**config.mk**
```make
export PLATFORM = sky130hd
export DESIGN_NAME = updown_mod_counter
export DESIGN_NICKNAME = d
export VERILOG_FILES = /design/src/rtl/updown_mod_counter.sv
export SDC_FILE = /design/constraint.sdc
export NUM_CORES = 1
export LEC_CHECK = 0
export ABC_AREA = 0
export BUFFER_PORTS_ARGS = -buffer_cell sky130_fd_sc_hd__buf_2
export CAP_MARGIN = 20
export CORE_AREA = 2 2 39 41
export DETAILED_ROUTE_END_ITERATION = 8
export DIE_AREA = 0 0 41 43
export HOLD_SLACK_MARGIN = 0.02
export SLEW_MARGIN = 20
export SYNTH_ARGS = -nofsm -noshare
export SYNTH_HDL_FRONTEND = slang
export SYNTH_SLANG_ARGS = --single-unit
```
**constraint.sdc**
```tcl
create_clock -name CLK -period 1.6 [get_ports CLK]
set_input_delay 0.24 -clock CLK [delete_from_list [all_inputs] [get_ports CLK]]
set_output_delay 0.24 -clock CLK [all_outputs]
set_load 0.03 [all_outputs]
```
**src/rtl/updown_mod_counter.sv**
```systemverilog
// Up/down modulo counter with parallel load, wrap-or-saturate boundary mode,
// a combinational look-ahead value and registered/sticky boundary-event flags.
module updown_mod_counter #(
   parameter int WIDTH    = 4,
   parameter int MAX      = (1 << WIDTH) - 1,
   parameter int SATURATE = 0
) (
   input  logic             CLK,
   input  logic             RST,
   input  logic             CLR,
   input  logic             LD,
   input  logic [WIDTH-1:0] D,
   input  logic             INC,
   input  logic             DEC,
   output logic [WIDTH-1:0] Q,
   output logic [WIDTH-1:0] NXT,
   output logic             TC,
   output logic             EVT,
   output logic             OVF
);

   localparam logic [WIDTH-1:0] MAX_V = WIDTH'(MAX);
   localparam logic             SAT_V = (SATURATE != 0);

   logic [WIDTH-1:0] q_q, q_d;
   logic             evt_q, evt_d;
   logic             ovf_q, ovf_d;

   logic up, dn, at_max, at_zero, clear, override;

   always_comb begin
      up       = INC & ~DEC;
      dn       = DEC & ~INC;
      at_max   = (q_q == MAX_V);
      at_zero  = (q_q == '0);
      clear    = RST | CLR;
      override = clear | LD;

      // Boundary is decided before any arithmetic, so no carry/borrow
      // ever escapes the 0..MAX range.
      evt_d = ~override & ((up & at_max) | (dn & at_zero));

      q_d = q_q;
      if (clear) begin
         q_d = '0;
      end else if (LD) begin
         q_d = (D > MAX_V) ? MAX_V : D;
      end else if (up) begin
         if (at_max) q_d = SAT_V ? MAX_V : '0;
         else        q_d = q_q + 1'b1;
      end else if (dn) begin
         if (at_zero) q_d = SAT_V ? '0 : MAX_V;
         else         q_d = q_q - 1'b1;
      end

      ovf_d = clear ? 1'b0 : (ovf_q | evt_d);
   end

   always_ff @(posedge CLK) begin
      if (RST) begin
         q_q   <= '0;
         evt_q <= 1'b0;
         ovf_q <= 1'b0;
      end else begin
         q_q   <= q_d;
         evt_q <= evt_d;
         ovf_q <= ovf_d;
      end
   end

   // TC is the same-cycle boundary condition so a following stage can chain on it.
   assign Q   = q_q;
   assign NXT = q_d;
   assign TC  = evt_d;
   assign EVT = evt_q;
   assign OVF = ovf_q;

endmodule
```
Yosys cells after proc, flatten, opt, wreduce, memory -nomap -nowiden. Index checks and enable logic that the tools add are counted.

Input bits: 10. Flip-flop bits (word level): 6. Word-level logic and storage cells: 28.

Order comparisons: 1. Reductions and logical operators: 2. Bitwise logic cells: 12. Equality and inequality tests: 1. Add/subtract/negate cells: 2. Multiplexer cells: 7.

Operators with widths (number): 2-to-1 mux 4 bit (7); bitwise AND 1 bit (5); adder 4 x 1 -> 4 bit, second input constant (1); == test 4 bit, second input constant (1); > comparator 4 bit, second input constant (1); zero test 4 bit (1); OR 1 bit (4); subtractor 4 x 1 -> 4 bit, second input constant (1); inverter 1 bit (3); OR reduction 2 bit (1).

Depth between registers and ports, before layout.
Word-level depth: 6. Depth in mapped cells: 6. Depth with buffers taken out: 6.

Worst setup path before layout. Ideal clock, no wire load.

Kind: flip-flop to output port. From: reg q_q[0] (netlist: Q[0]). To: out NXT[0]. Stages on the path, launching flop included: 7. Setup slack: -851 ps. Arrival time: 2211 ps. Required time: 1360 ps. Cells stage by stage: dfxtp_1 > inv_1 > ha_1 > inv_1 > o311ai_0 > a22oi_1 > o41ai_1.

Longest elaborated chain between the ends: 6.

RTL lines: from (decl) (RTL line 25) `logic [WIDTH-1:0] q_q, q_d;`; from (signal assigned) (RTL line 65) `q_q <= q_d;`; subtractor 4 x 1 -> 4 bit or zero test 4 bit (tied branches) (RTL line 53, 35); 2-to-1 mux 4 bit (RTL line 52) `if (at_zero) q_d = SAT_V ? '0 : MAX_V;`; 2-to-1 mux 4 bit (RTL line 51) `end else if (dn) begin`; 2-to-1 mux 4 bit (*) (RTL line 48) `end else if (up) begin`; 2-to-1 mux 4 bit (*) (RTL line 46) `end else if (LD) begin`; 2-to-1 mux 4 bit (*) (RTL line 44) `if (clear) begin`; to (decl) (RTL line 16) `output logic [WIDTH-1:0] NXT,`.

Every way passes the cells marked *; elsewhere a longest branch is shown, timed or not.

Worst setup path after layout.
From: reg q_q[2] (netlist: Q[2]). To: out NXT[3].

Same word-level chain as after synthesis.

==> out/results.txt <==
status -> complete, but fails checks
failing checks -> setup timing
Wirelength per Cell -> 12.60 µm
pin count of the biggest net entering global routing -> 14
RD Place Congestion -> 0.7097
GR Util All Layers -> 17.39%
worst hold start -> D[3]
Setup CP Type -> flop to output pin
Die ar. -> 1763 µm²
initial antenna violation count -> 0
# port buffers -> 20
vias in the first global route -> 486
post-route minimum period -> 1.892 ns
Fin Setup TNS -> -1.112 ns
cells after synthesis -> 57
post-synthesis register bit count -> 6
HPWL Detailed -> 961.2 µm
Min-Delay Path Depth -> 3
chip height -> 43 µm
Hold Fails Final Rpt -> 0
Cell Rows -> 14
antenna-violating nets left -> 0
nature of the critical path startpoint -> flop
Chip Width -> 41 µm
RSZ-0062 raised after global routing -> true
DRT Pass-1 Iters -> 4
Max Clk Rate -> 0.5285 GHz
Buf+Inv Stages, Crit Path -> 1
clock sinks -> 6
Max Slew Vio Count -> 0
Static Leak -> 0.3827 nW
Clock Path Buffers -> 2
most frequent cells in the layout -> buf_2, buf_4, nand3_1, buf_6
Std-Cell Core Area -> 1384 µm²
Cell Area, Synth -> 462.9 µm²
final wirelength -> 1.323 mm
1st-iter DRT viols -> 5
CP max stage delay -> 0.39 ns
commonest non-fill, non-tap cell in the layout -> buf_2
fill count -> 120
FF-to-FF path depth -> 7
CP endpoint kind -> output pin
PD cells -> 581.8 nW/µm²
critical path's top delay family -> simple AND/OR/NAND/NOR gates
GRT overflow -> 0
hold_ws -> 0.2908 ns
part of the power in registers -> 33.0%
post-synth top area cell -> dfxtp_1
fin crit share -> 118.3%
Clk pwr share -> 27.3%
clk_lat worst skew -> 0.24 ns
Post-synth ARST share -> 0%
RR Startpoint -> Q[1]
data required time of the worst path -> 1.36 ns
Worst Hold Path EP -> Q[3]
sequential area share after synthesis -> 25.95%
H-tree Lvls -> 1
Initial Util -> 33.45%
Most used DFF post-synth -> dfxtp_1
Switching Power -> 0.1672 mW
via count -> 541
DR vias/cell -> 5.152
Pint -> 0.3300 mW
ranking of synthesized cells by area -> dfxtp_1, ha_1, mux2i_1
combinational group share of total power -> 39.7%
Mapped Avg Cell Area -> 8.122 µm²
max cap viols -> 0
Switching Share -> 33.62%
Post-synth EDFFs -> 0
worst IR drop on VDD -> 0.0003837 V
Yosys top cell area share -> 25.95%
synth unique cells -> 30
critical path arrival -> 1.65 ns
min setup slack post-route -> -0.2921 ns
setup violators final -> 5
Setup Skew -> 0.002493 ns
Cell Chain, Critical Path -> or3_4 > o21a_1 > nor4_4 > o21ai_2 > buf_6
# IOs -> 21
Slew HR -> 77.37%
worst hold path type -> primary input to flop
ANT cells -> 0
R2R setup slack -> 0.19 ns
CP max stage cell -> or3_4
worst slew pin tran -> 0.3369 ns
synth warn -> 0
Root Driver -> clkbuf_4
Post-Syn Nets -> 69
R2R Path End -> Q[1]
share of cells above drive strength 1 -> 65.17%
P&R area growth vs syn -> 84.59%
Reg clk slew, reported paths -> 0.05 ns
nets -> 103
CTS tree -> done
worst-path maximum fanout -> 4
Num CTS Buffers -> 3
first-pass GRT wire length -> 2.083 mm
DRC viols -> 0
[per-layer routing]
metal | vias up | track usage, % | part of all wire, %
met4 | 0 | 6.000 | 0.45
met1 | 244 | 23.55 | 44
met5 | - | 0 | 0
li1 | 281 | - | -
met2 | 14 | 26.56 | 51
met3 | 2 | 3.141 | 4.5
[tightest hold or removal path, delay by kind of cell]
kind | cells | cell delay (ns)
AND/OR/NAND/NOR | 1 | 0.10
buffers and inverters | 1 | 0.07
AO/OA/AOI/OAI | 1 | 0.08
[power groups by stage]
stage,registers [mW],clock network (mW),logic [mW]
4_1_cts,0.164,0.139,0.185
2_1_floorplan,0.179,0,0.0922
5_1_grt,0.164,0.154,0.214
3_3_place_gp,0.166,0,0.155
6_report,0.164,0.136,0.197
3_5_place_dp,0.166,0,0.158
[timing repair]
item                                    CTS  global route
endpoints found under the setup margin    5             5
pin swaps                                 6             3
buffers inserted                          2             1
gates resized for setup                  18             3
endpoints found under the hold margin     0             0
gates cloned                              0             0
hold buffers                              0             0
[kinds of logic (layout without fill, tap and decap cells)]
logic type | after synthesis | in the layout | synth area share, %
simple gates | 20 | 20 | 25.95
compound gates | 16 | 16 | 25.41
buf+inv | 8 | 40 | 7.299
flops | 6 | 6 | 25.95
xor+xnor | 3 | 3 | 5.677
fa+ha+maj | 2 | 2 | 5.405
mux | 2 | 2 | 4.324
[how the worst max path moves through the flow]
stage                     start  cells past startpoint      to  slack [ns]
after CTS                  Q[0]                      5  NXT[3]       -0.31
after global routing       Q[2]                      5  NXT[3]       -0.38
after detailed placement   Q[1]                      7  NXT[0]       -0.20
after global placement     Q[1]                      7  NXT[0]       -0.15
after floorplan            Q[0]                      6  NXT[0]       -0.17
final                      Q[2]                      5  NXT[3]       -0.29
[registers in the layout, summed over array words and instances, names as in the netlist]
name	flops
EVT	1
OVF	1
Q	4
[cell type report]
type	count	area, µm²	share of cell area [%]
timing repair buffer	32	217.7	25.48
multi-input combinational	43	441.7	51.68
sequential	6	128.9	15.08
clock buffer	3	22.52	2.635
tap	16	20.02	2.343
inverter	5	23.77	2.782
[metrics by stage]
| step | cell area [µm²] | instances | power [mW] | util, % | setup WS (ns) |
|---|---|---|---|---|---|
| finish | 854.6 | 105 | 0.4972 | 61.75 | -0.2921 |
| global route | 854.6 | 105 | 0.5327 | 61.75 | -0.3827 |
| CTS | 824.5 | 104 | 0.4879 | 59.58 | -0.3103 |
| detailed placement | 710.7 | 99 | 0.3231 | 51.36 | -0.2046 |
| global placement | 710.7 | 99 | 0.3210 | 51.36 | -0.1471 |
| floorplan | 538.0 | 57 | 0.2715 | - | -0.1708 |
[synth_stat cells, drive strengths merged, types with 2 or more instances]
| library cell | instances |
|---|---|
| mux2i | 2 |
| o31ai | 2 |
| nand3 | 4 |
| clkbuf | 2 |
| ha | 2 |
| dfxtp | 6 |
| o21ai | 2 |
| inv | 5 |
| nand2 | 2 |
| o41ai | 2 |
| xor2 | 2 |
| nor4 | 2 |
| a21oi | 3 |
| nor2 | 4 |
| nor3 | 3 |
Note: power is estimated with default switching activity, not from simulation.
